--- src/rtl/jtag_uart_tx_bridge_pkg.sv ---
// rtl/jtag_uart_tx_bridge_pkg.sv - register offsets, WSPACE field bounds and FSM state encoding
package jtag_uart_tx_bridge_pkg;

  localparam logic UART_DATA = 1'b0;
  localparam logic UART_CTRL = 1'b1;

  localparam int WSPACE_HI = 31;
  localparam int WSPACE_LO = 16;
  localparam int WSPACE_W  = WSPACE_HI - WSPACE_LO + 1;

  typedef enum logic [2:0] {
    ST_IDLE    = 3'd0,
    ST_RD_CTRL = 3'd1,
    ST_CHK     = 3'd2,
    ST_WR_DATA = 3'd3,
    ST_BACKOFF = 3'd4
  } state_t;

endpackage

--- src/rtl/jtag_uart_tx_bridge_if.sv ---
// rtl/jtag_uart_tx_bridge_if.sv - Avalon-MM link from the bridge master to the JTAG UART slave
interface jtag_uart_tx_bridge_if;

  logic        address;
  logic        chipselect;
  logic        read_n;
  logic        write_n;
  logic [31:0] writedata;
  logic [31:0] readdata;
  logic        waitrequest;

  modport master (
    output address, chipselect, read_n, write_n, writedata,
    input  readdata, waitrequest
  );

  modport slave (
    input  address, chipselect, read_n, write_n, writedata,
    output readdata, waitrequest
  );

endinterface

--- src/rtl/jtag_uart_tx_bridge_sync_fifo_byte.sv ---
// rtl/jtag_uart_tx_bridge_sync_fifo_byte.sv - byte FIFO with wrap-bit pointers and head/next peek
module sync_fifo_byte #(
  parameter int DEPTH = 16,
  parameter int AW    = 4
) (
  input  logic          clk,
  input  logic          reset_n,
  input  logic          push,
  input  logic          pop,
  input  logic [7:0]    din,
  output logic [7:0]    dout,
  output logic [7:0]    dout_next,
  output logic          full,
  output logic          empty,
  output logic [AW:0]   count
);

  logic [7:0]    mem [DEPTH];
  logic [AW:0]   wr_ptr;
  logic [AW:0]   rd_ptr;
  logic [AW-1:0] rd_next_idx;
  logic          do_push;
  logic          do_pop;

  assign empty       = (wr_ptr == rd_ptr);
  assign full        = (wr_ptr[AW] != rd_ptr[AW]) && (wr_ptr[AW-1:0] == rd_ptr[AW-1:0]);
  assign count       = wr_ptr - rd_ptr;
  assign do_pop      = pop & ~empty;
  // A pop frees the slot the simultaneous push lands in, so full does not block it.
  assign do_push     = push & (~full | do_pop);
  assign rd_next_idx = rd_ptr[AW-1:0] + 1'b1;
  assign dout        = mem[rd_ptr[AW-1:0]];
  assign dout_next   = mem[rd_next_idx];

  always_ff @(posedge clk or negedge reset_n) begin
    if (!reset_n) begin
      wr_ptr <= '0;
      rd_ptr <= '0;
    end else begin
      if (do_push) wr_ptr <= wr_ptr + 1'b1;
      if (do_pop)  rd_ptr <= rd_ptr + 1'b1;
    end
  end

  always_ff @(posedge clk) begin
    if (do_push) mem[wr_ptr[AW-1:0]] <= din;
  end

endmodule

--- src/rtl/jtag_uart_tx_bridge.sv ---
// rtl/jtag_uart_tx_bridge.sv - console byte FIFO feeding the JTAG UART through a WSPACE-polling Avalon master
module jtag_uart_tx_bridge
  import jtag_uart_tx_bridge_pkg::*;
#(
  parameter int DEPTH    = 16,
  parameter int AW       = 4,
  parameter int POLL_GAP = 64
) (
  input  logic                   clk,
  input  logic                   reset_n,
  input  logic                   wr_en,
  input  logic [7:0]             wr_data,
  output logic                   fifo_full,
  output logic                   fifo_empty,
  output logic [AW:0]            fifo_count,
  output logic [7:0]             drop_cnt,
  output logic                   busy,
  jtag_uart_tx_bridge_if.master  av
);

  localparam int            GW       = (POLL_GAP > 1) ? $clog2(POLL_GAP) : 1;
  localparam logic [GW-1:0] GAP_LOAD = GW'(POLL_GAP - 1);

  state_t                state_q, state_d;
  logic [WSPACE_W-1:0]   wspace_q, wspace_d;
  logic [GW-1:0]         gap_q, gap_d;
  logic                  addr_d, cs_d, rd_n_d, wr_n_d;
  logic [31:0]           wdata_d;
  logic                  wr_en_d;
  logic                  push_edge;
  logic                  pop;
  logic [7:0]            head, head_next;
  logic                  unused_rd;

  assign push_edge = wr_en & ~wr_en_d;
  assign unused_rd = ^av.readdata[WSPACE_LO-1:0];

  sync_fifo_byte #(.DEPTH(DEPTH), .AW(AW)) u_fifo (
    .clk       (clk),
    .reset_n   (reset_n),
    .push      (push_edge),
    .pop       (pop),
    .din       (wr_data),
    .dout      (head),
    .dout_next (head_next),
    .full      (fifo_full),
    .empty     (fifo_empty),
    .count     (fifo_count)
  );

  always_comb begin
    state_d  = state_q;
    wspace_d = wspace_q;
    gap_d    = gap_q;
    addr_d   = av.address;
    cs_d     = av.chipselect;
    rd_n_d   = av.read_n;
    wr_n_d   = av.write_n;
    wdata_d  = av.writedata;
    pop      = 1'b0;
    case (state_q)
      ST_IDLE: begin
        if (!fifo_empty) begin
          state_d = ST_RD_CTRL;
          addr_d  = UART_CTRL;
          cs_d    = 1'b1;
          rd_n_d  = 1'b0;
        end
      end
      ST_RD_CTRL: begin
        if (!av.waitrequest) begin
          wspace_d = av.readdata[WSPACE_HI:WSPACE_LO];
          cs_d     = 1'b0;
          rd_n_d   = 1'b1;
          state_d  = ST_CHK;
        end
      end
      ST_CHK: begin
        if (wspace_q != '0) begin
          state_d = ST_WR_DATA;
          addr_d  = UART_DATA;
          cs_d    = 1'b1;
          wr_n_d  = 1'b0;
          wdata_d = {24'd0, head};
        end else begin
          gap_d   = GAP_LOAD;
          state_d = ST_BACKOFF;
        end
      end
      ST_WR_DATA: begin
        if (!av.waitrequest) begin
          pop      = 1'b1;
          wspace_d = wspace_q - 1'b1;
          // Stream the next byte while both the FIFO and the UART still have room.
          if (fifo_count > (AW+1)'(1) && wspace_q != WSPACE_W'(1)) begin
            wdata_d = {24'd0, head_next};
          end else begin
            cs_d    = 1'b0;
            wr_n_d  = 1'b1;
            state_d = ST_IDLE;
          end
        end
      end
      ST_BACKOFF: begin
        if (gap_q == '0) begin
          state_d = ST_RD_CTRL;
          addr_d  = UART_CTRL;
          cs_d    = 1'b1;
          rd_n_d  = 1'b0;
        end else begin
          gap_d = gap_q - 1'b1;
        end
      end
      default: begin
        state_d = ST_IDLE;
        cs_d    = 1'b0;
        rd_n_d  = 1'b1;
        wr_n_d  = 1'b1;
      end
    endcase
  end

  always_ff @(posedge clk or negedge reset_n) begin
    if (!reset_n) begin
      state_q       <= ST_IDLE;
      wspace_q      <= '0;
      gap_q         <= '0;
      wr_en_d       <= 1'b0;
      drop_cnt      <= '0;
      busy          <= 1'b0;
      av.address    <= UART_DATA;
      av.chipselect <= 1'b0;
      av.read_n     <= 1'b1;
      av.write_n    <= 1'b1;
      av.writedata  <= '0;
    end else begin
      state_q       <= state_d;
      wspace_q      <= wspace_d;
      gap_q         <= gap_d;
      wr_en_d       <= wr_en;
      busy          <= (state_d != ST_IDLE);
      av.address    <= addr_d;
      av.chipselect <= cs_d;
      av.read_n     <= rd_n_d;
      av.write_n    <= wr_n_d;
      av.writedata  <= wdata_d;
      if (push_edge && fifo_full && !pop && drop_cnt != 8'hFF)
        drop_cnt <= drop_cnt + 8'd1;
    end
  end

endmodule

--- src/flat_wrapper.sv ---
// flat-port wrapper written by rule: the top's interface ports become plain ports
module jtag_uart_tx_bridge_flat import jtag_uart_tx_bridge_pkg::*;
#(
  parameter int DEPTH    = 16,
  parameter int AW       = 4,
  parameter int POLL_GAP = 64
)
  (clk, reset_n, wr_en, wr_data, fifo_full, fifo_empty, fifo_count, drop_cnt, busy, av_address, av_chipselect, av_read_n, av_write_n, av_writedata, av_readdata, av_waitrequest);
  jtag_uart_tx_bridge_if av_i ();
  input  logic clk;
  input  logic reset_n;
  input  logic wr_en;
  input  logic [7:0] wr_data;
  output logic fifo_full;
  output logic fifo_empty;
  output logic [AW:0] fifo_count;
  output logic [7:0] drop_cnt;
  output logic busy;
  output wire logic [$bits(av_i.address)-1:0] av_address;
  output wire logic [$bits(av_i.chipselect)-1:0] av_chipselect;
  output wire logic [$bits(av_i.read_n)-1:0] av_read_n;
  output wire logic [$bits(av_i.write_n)-1:0] av_write_n;
  output wire logic [$bits(av_i.writedata)-1:0] av_writedata;
  input wire logic [$bits(av_i.readdata)-1:0] av_readdata;
  input wire logic [$bits(av_i.waitrequest)-1:0] av_waitrequest;
  assign av_address = av_i.address;
  assign av_chipselect = av_i.chipselect;
  assign av_read_n = av_i.read_n;
  assign av_write_n = av_i.write_n;
  assign av_writedata = av_i.writedata;
  assign av_i.readdata = av_readdata;
  assign av_i.waitrequest = av_waitrequest;
  jtag_uart_tx_bridge #(.DEPTH(DEPTH), .AW(AW), .POLL_GAP(POLL_GAP)) u_core (.clk(clk), .reset_n(reset_n), .wr_en(wr_en), .wr_data(wr_data), .fifo_full(fifo_full), .fifo_empty(fifo_empty), .fifo_count(fifo_count), .drop_cnt(drop_cnt), .busy(busy), .av(av_i));
endmodule
--- config.mk ---
export PLATFORM = sky130hd
export DESIGN_NAME = jtag_uart_tx_bridge_flat
export DESIGN_NICKNAME = d
export VERILOG_FILES = /design/src/rtl/jtag_uart_tx_bridge_pkg.sv /design/src/rtl/jtag_uart_tx_bridge_if.sv /design/src/rtl/jtag_uart_tx_bridge_sync_fifo_byte.sv /design/src/rtl/jtag_uart_tx_bridge.sv /design/src/flat_wrapper.sv
export SDC_FILE = /design/constraint.sdc
export NUM_CORES = 1
export LEC_CHECK = 0
export CORE_ASPECT_RATIO = 1.5
export CORE_MARGIN = 5
export CORE_UTILIZATION = 55
export CTS_BUF_LIST = sky130_fd_sc_hd__clkbuf_4 sky130_fd_sc_hd__clkbuf_8
export CTS_CLUSTER_SIZE = 14
export DETAILED_ROUTE_END_ITERATION = 8
export PLACE_DENSITY_LB_ADDON = 0.15
export SLEW_MARGIN = 15
export SYNTH_ARGS = -nofsm -noshare
export SYNTH_HDL_FRONTEND = slang
export SYNTH_SLANG_ARGS = --single-unit
--- constraint.sdc ---
create_clock -name clk -period 5.3 [get_ports clk]
set_input_delay 1.59 -clock clk [delete_from_list [all_inputs] [get_ports clk]]
set_output_delay 1.59 -clock clk [all_outputs]
set_load 0.005 [all_outputs]
==> run summary, run 1 <==
## Outcome
- **run status** finished, final reports clean

## GRT
- **global-route wire length before repair** 33.2 mm
- **global route overflow** 0
- **Total GRT Usage** 22.1%
- **vias in the first global route** 6,074
- **initial antenna violation count** 0
- **pin count of the biggest net entering global routing** 69

## Setup path
- **worst-case reg-to-reg path depth** 7
- **Register-to-Register Setup Slack** 1570 ps
- **critical path peak fanout** 19
- **Worst Path Arrival** 3020 ps
- **FF-to-FF Start** u_core.u_fifo.rd_ptr[3]
- **type of element capturing the critical path** primary output
- **slowest library cell on the worst path** dfrtp_1
- **CP Class** flop to primary output
- **critical path's largest stage delay** 840 ps
- **destination of the worst register-to-register timing path** u_core.u_fifo.mem[7][5]
- **startpoint class of the critical path** flop
- **Worst Path Required** 3710 ps
- **cell chain of the critical path** inv_2 -> ha_1 -> o21ai_1 -> and3_1 -> nor2_1 -> clkdlybuf4s50_1

## Floorplanning
- **total I/O pin count** 96
- **standard-cell rows** 58
- **Die H** 169 um
- **Chip Width** 116 um
- **placeable core region** 16,700 um^2
- **starting utilization of the core area** 55.7%
- **Die Footprint** 19,700 um^2

## Clocking
- **maximum number of buffers from clock root to sink** 2
- **number of setup buffers added after CTS** 0
- **CTS Hold Bufs** 0
- **clock edge transition at the registers on the reported setup and hold paths** 100 ps
- **root buf cell** clkbuf_8
- **number of H-tree levels** 4
- **total CTS buffers** 17
- **clock insertion delay at the later pin of the skew report** 470 ps
- **count of clock tree sinks** 185
- **Resize count post-CTS** 0
- **CTS tree** done

## Synthesis
- **proportion of synthesized flip-flops having asynchronous set or reset** 30.8%
- **cell accounting for the most synthesized area** edfxtp_1
- **number of flops mapped to enable cells by yosys** 128
- **proportion of synthesized chip area in sequential cells** 56.7%
- **area share of the leading cell type in the synthesized netlist** 41.4%
- **most frequently used flop master after synthesis** edfxtp_1
- **FF+latch count, synth** 185
- **biggest area contributors in the synthesized netlist** edfxtp_1 (41%), mux4_2 (16%), dfrtp_1 (15%)
- **distinct cell type count after synthesis** 55
- **post-synthesis average cell area** 13.8 um^2
- **Yosys warning count** 0
- **netlist area before placement** 9290 um^2
- **cell count after synthesis** 673

## Timing
- **transition time at the pin with the least slew margin** 1070 ps
- **highest clock frequency the design can meet** 0.217 GHz
- **min Tclk post-route** 4610 ps
- **setup TNS** 0 ps
- **number of hold violations in the final report** 0
- **final worst path period share** 87.0%
- **number of max-slew violations in the final report** 0
- **unrepaired setup endpoints after global routing** false
- **worst clock skew** 24.7 ps
- **relative max-transition margin** 28.9%
- **post-route setup slack** 687 ps
- **worst hold slack** 491 ps
- **final setup violating endpoints** 0

## Route
- **average vias per placed instance** 6.07
- **Pre-Repair DR Iteration Count** 5
- **Iteration-0 DRC Markers** 463
- **final wirelength** 20.8 mm
- **drt wl/cell** 21.8 um
- **# DRC** 0
- **vias after detailed routing** 5,772
- **post-route antenna net violation count** 0

## Finish
- **fraction of layout instances using a drive strength above 1** 19.0%
- **combined area of the multi-input logic cells** 3730 um^2
- **Syn-to-layout area delta** 12.3%
- **antenna fix cells** 0
- **total of fill cells in the finished design** 1,269
- **Sequential cell area** 5280 um^2
- **final non-filler cell total** 951
- **Final #Nets** 787

## Placed design
- **Final HPWL DP** 14.8 mm
- **count of buffers inserted at the top-level ports** 55
- **Place WS** 961 ps
- **number of placed instances with taps included** 919
- **global placement routability congestion** 0.867

## Min path
- **worst hold-check path type** flop to flop
- **number of cells on the worst hold path** 1
- **min-delay src** u_core.u_fifo.wr_ptr[4]
- **terminating pin of the worst hold path** u_core.u_fifo.wr_ptr[4]

## Power
- **leakage power of the design** 3.79 nW
- **ratio of total power to cell area** 545 nW/um^2
- **maximum resistive drop on vdd** 0.000521 V

## Job
- **Max Cap Violations** 0

power breakdown:
group / switching, mW / total (mW) / internal, mW
Clock: 0.578 / 0.985 / 0.407
Sequential: 0.207 / 1.97 / 1.76
Combinational: 1.41 / 2.74 / 1.33
sequential cells by signal, indices dropped and copies added (netlist names):
name and count:
u_core.av.address 1, u_core.av.chipselect 1, u_core.av.read_n 1, u_core.av.write_n 1, u_core.av.writedata 8, u_core.busy 1, u_core.drop_cnt 8, u_core.gap_q 6
u_core.state_q 3, u_core.u_fifo.mem 128, u_core.u_fifo.rd_ptr 5, u_core.u_fifo.wr_ptr 5, u_core.wr_en_d 1, u_core.wspace_q 16
area by class of cell:
class / instances / share of cell area, %
inverters: 17 / 0.611
flip-flops and latches: 185 / 50.6
multi-input cells: 435 / 35.7
clock buffers: 17 / 2.24
well taps: 210 / 2.52
clock inverters: 15 / 1.89
repair buffers: 72 / 6.45
synthesized netlist by cell type (4+ instances only):
master,n
dfrtp_1,55
o21ai_1,18
nand2_1,72
mux4_2,64
nor4_1,6
a22oi_1,4
clkbuf_1,19
mux2_4,8
nand3_1,33
xnor2_1,14
mux2i_1,17
edfxtp_1,128
o21ai_0,12
nand4_1,11
or3_1,6
nor2_1,35
inv_1,14
and3_1,4
a21oi_1,28
nor3_1,12
buf_1,4
o221ai_1,9
buf_2,12
ha_1,14
nand2b_1,6
xor2_1,9
buf_4,24
layer usage:
layer	track usage (%)	routed length (um)
met1	27.0	7990
met4	6.66	348
met2	40.2	11500
met3	3.28	909
met5	0	0
critical path: cells and delay by family (launching register included):
family / cells / cell delay [ps]
buffers and inverters: 2 / 860
DFF: 1 / 840
and+or+nand+nor: 2 / 330
AOI/OAI and AO/OA: 1 / 90
adders and majority gates: 1 / 440
cell usage in the layout, fill, tap and decap left out, drive strengths merged, types with 3 or more instances in the layout:
cell type	n
edfxtp	128
nand2	72
mux4	64
dfrtp	55
clkdlybuf4s50	54
nor2	35
nand3	33
o21ai	31
a21oi	29
conb	24
inv	22
buf	18
mux2i	17
clkbuf	17
xnor2	14
ha	14
nor3	12
nand4	11
o221ai	9
xor2	9
mux2	9
clkinv	9
nor4	7
or3	7
nand2b	6
and3	4
a22oi	4
nor2b	3
metrics by stage:
step	total power, mW	area [um^2]	utilization (%)
final	5.69	10400	62.5
after global routing	6.04	10400	62.5
after CTS	5.73	10400	62.5
after detailed placement	4.75	10000	59.9
after global placement	4.65	10000	59.9
after floorplan	3.90	9380	-
worst max-delay path by stage:
stage,start,endpoint,slack (ps),depth (start not counted)
2_1_floorplan,u_core.u_fifo.rd_ptr[1],fifo_count[3],1780,8
3_3_place_gp,av_waitrequest,u_core.u_fifo.mem[7][3],1030,6
3_5_place_dp,av_waitrequest,u_core.u_fifo.mem[5][6],960,6
4_1_cts,u_core.u_fifo.rd_ptr[3],fifo_full,640,5
5_1_grt,u_core.u_fifo.rd_ptr[3],fifo_full,480,5
6_report,u_core.u_fifo.rd_ptr[3],fifo_count[4],690,6
logic make-up after synthesis:
logic type,share of synthesized area (%)
buffers and inverters,4.20
AND/OR/NAND/NOR,10.4
adder cells (fa/ha/maj),2.10
other,0.0403
flip-flops,56.7
AO/OA/AOI/OAI,5.57
XOR/XNOR,2.17
multiplexers,18.8
Note: power is estimated with default switching activity, not from simulation.
==> run 2: changes to the inputs <==
- SYNTH_HIERARCHICAL: unset -> 1
==> run 2 against run 1 <==
Net effect: synthesized cell count increased by 13%; sequential power is 3% higher; first-iteration DRC count up 6.7%; worst hold slack worse by 6.5 ps; critical path type unchanged; combinational power grew 19%; non-clock buffer count is 4 lower; clock skew shrank 14 ps; final cell count grew 8.4%; critical endpoint unchanged; largest power group unchanged.
==> run summary, run 2 <==
## Outcome
- **run status** finished, final reports clean

## Finish
- **fraction of layout instances using a drive strength above 1** 12.8%, -6.2 points
- **commonest non-fill, non-tap cells in the layout** edfxtp_1 (128), nand2_1 (117), clkdlybuf4s50_1 (54), dfrtp_1 (54), mux2i_1 (50)
- **utilization after layout** 61.5%, -1.0 points
- **Largest register FFs** 128, unchanged
- **most common cell after layout, fill and taps aside** edfxtp_1
- **Syn-to-layout area delta** 10.5%
- **Final #Nets** 864, +9.8%
- **antenna fix cells** 0, unchanged
- **post-route cell area** 10,600 um^2, +1.8%

## Job
- **Max Cap Violations** 0, unchanged

## Synthesis
- **distinct cell type count after synthesis** 60, +9.1%
- **dominant cell by count in the synthesized netlist** edfxtp_1
- **top cells by count, synth** edfxtp_1 (128), nand2_1 (117), dfrtp_1 (55)
- **cell accounting for the most synthesized area** edfxtp_1
- **netlist area before placement** 9610 um^2, +3.4%
- **biggest area contributors in the synthesized netlist** edfxtp_1 (40%), dfrtp_1 (14%), mux4_2 (7.5%)
- **Yosys warning count** 6, +6
- **most frequently used flop master after synthesis** edfxtp_1
- **number of flops mapped to enable cells by yosys** 128, unchanged
- **cell count after synthesis** 762, +13%
- **post-synthesis average cell area** 12.6 um^2, -8.7%
- **proportion of synthesized flip-flops having asynchronous set or reset** 30.8%, unchanged
- **FF+latch count, synth** 185, unchanged
- **proportion of synthesized chip area in sequential cells** 54.9%, -1.9 points
- **area share of the leading cell type in the synthesized netlist** 40.0%, -1.4 points

## Clocking
- **CTS tree** done
- **clock edge transition at the registers on the reported setup and hold paths** 100 ps, about the same
- **count of clock tree sinks** 185, unchanged
- **number of setup buffers added after CTS** 0, unchanged
- **clock insertion delay at the later pin of the skew report** 470 ps, about the same
- **CTS Hold Bufs** 0, unchanged
- **total CTS buffers** 17, unchanged
- **maximum number of buffers from clock root to sink** 2, unchanged
- **Resize count post-CTS** 0, unchanged
- **root buf cell** clkbuf_8
- **number of H-tree levels** 4, unchanged

## Timing
- **transition time at the pin with the least slew margin** 1110 ps, +43.3 ps
- **final worst path period share** 88.9%, +1.8 points
- **worst clock skew** 10.6 ps, -14.1 ps
- **number of hold violations in the final report** 0, unchanged
- **highest clock frequency the design can meet** 0.212 GHz, -2.1%
- **min Tclk post-route** 4710 ps, +97.4 ps
- **number of max-slew violations in the final report** 0, unchanged
- **setup TNS** 0 ps, unchanged
- **final setup violating endpoints** 0, unchanged
- **relative max-transition margin** 25.9%, -3.0 points
- **unrepaired setup endpoints after global routing** false

## GRT
- **global route overflow** 0, unchanged
- **pin count of the biggest net entering global routing** 49, -29%
- **global-route wire length before repair** 36.6 mm, +10%
- **vias in the first global route** 6,496, +6.9%
- **initial antenna violation count** 0, unchanged
- **Total GRT Usage** 23.6%, +1.5 points

## Power
- **internal portion of total power** 3.56 mW, +1.9%
- **clock network fraction of total power** 15.0%, -2.3 points
- **Flop pwr share** 32.6%, -2.0 points
- **proportion of total power due to net switching** 42.6%, +4.1 points
- **net load switching power** 2.65 mW, +21%
- **logic gate share of total power** 52.4%, +4.3 points
- **leakage power of the design** 4.02 nW, +5.9%
- **maximum resistive drop on vdd** 0.000402 V, -23%
- **ratio of total power to cell area** 585 nW/um^2, +7.3%

## Route
- **# DRC** 0, unchanged
- **Iteration-0 DRC Markers** 494, +6.7%
- **drt wl/cell** 23.1 um, +5.6%
- **Pre-Repair DR Iteration Count** 5, unchanged
- **post-route antenna net violation count** 0, unchanged
- **average vias per placed instance** 6.23, +2.6%
- **vias after detailed routing** 6,421, +11%
- **final wirelength** 23.8 mm, +14%

## Setup path
- **critical path peak fanout** 34, +15
- **Worst Path Arrival** 3120 ps, +100 ps
- **cell chain of the critical path** ha_1 -> inv_1 -> fa_1 -> a21o_1 -> a21oi_1 -> xnor2_1 -> clkdlybuf4s50_1
- **CP Class** flop to primary output
- **type of element capturing the critical path** primary output
- **worst-case reg-to-reg path depth** 10, +3
- **startpoint class of the critical path** flop
- **Worst Path Required** 3710 ps, about the same
- **slowest library cell on the worst path** dfrtp_4
- **critical path's largest stage delay** 790 ps, -50 ps
- **Register-to-Register Setup Slack** 1770 ps, +200 ps

## Placed design
- **count of buffers inserted at the top-level ports** 55, unchanged
- **Final HPWL DP** 16.6 mm, +12%
- **placed standard-cell area** 10,200 um^2, +2.1%
- **global placement routability congestion** 0.910, +5.0%

## Floorplanning
- **Die H** 172 um, +1.6%
- **total I/O pin count** 96, unchanged
- **Chip Width** 118 um, +1.5%
- **standard-cell rows** 59, +1.7%
- **starting utilization of the core area** 55.6%, about the same
- **Die Footprint** 20,300 um^2, +3.2%
- **placeable core region** 17,300 um^2, +3.5%

## Min path
- **number of cells on the worst hold path** 2, +1
- **worst hold-check path type** flop to flop

[run 2: cell type report]
cell class	instances	area (um^2)
tap	213	267
inverter	17	63.8
clock inverter	15	176
sequential	185	5280
timing repair buffer	68	643
clock buffer	17	234
fill	1382	6650
multi-input combinational	516	3960
[run 2: layer usage]
metal  routed length (um)  vias to the layer above  global-route usage, %
met4                 1160                        0                   12.6
met1                 8660                     3217                   26.5
met2                12800                      226                   42.6
li1                     -                     2922                      -
met5                    0                        -                      0
met3                 1160                       56                   4.42
[run 2: final timing paths]
check,startpoint,end
setup / recovery,u_core/u_fifo/rd_ptr[0],fifo_count[4]
hold / removal,u_core/av.write_n,u_core/av.write_n
setup reg to reg,u_core/u_fifo/rd_ptr[0],u_core/av.writedata[4]
hold reg to reg,u_core/av.write_n,u_core/av.write_n
max in group asynchronous,reset_n,u_core/u_fifo/rd_ptr[0]
min in group asynchronous,reset_n,u_core/wspace_q[5]
[run 2: through the flow]
stage          std cells  setup slack [ps]  hold slack [ps]  total power, mW
2_1_floorplan        785              1870              460             4.27
3_3_place_gp         999              1190              463             5.19
3_5_place_dp         999              1060              471             5.27
4_1_cts             1031               535              486             6.22
5_1_grt             1031               442              518             6.57
6_report            1031               590              485             6.21
[run 2: kinds of logic after synthesis]
kind of cell               share of synthesized area, %
adders and majority gates                          2.03
and+or+nand+nor                                    11.6
buffers and inverters                              4.93
DFF                                                54.9
other                                            0.0390
xor gates and xnor gates                           2.45
AOI/OAI and AO/OA                                  9.92
muxes                                              14.2
[run 2: power by group through the flow]
stage	registers, mW	clock network [mW]	logic, mW
4_1_cts	2.02	0.960	3.23
5_1_grt	2.06	1.02	3.49
3_3_place_gp	2.04	0	3.16
6_report	2.02	0.933	3.26
2_1_floorplan	1.95	0	2.32
3_5_place_dp	2.05	0	3.22
[run 2: worst max-delay path, delay by kind of cell (launching register included)]
| kind | cells | cell delay [ps] |
|---|---|---|
| buffers and inverters | 2 | 630 |
| XOR/XNOR | 1 | 200 |
| flip-flops | 1 | 790 |
| AO/OA/AOI/OAI | 2 | 390 |
| adder cells (fa/ha/maj) | 2 | 650 |
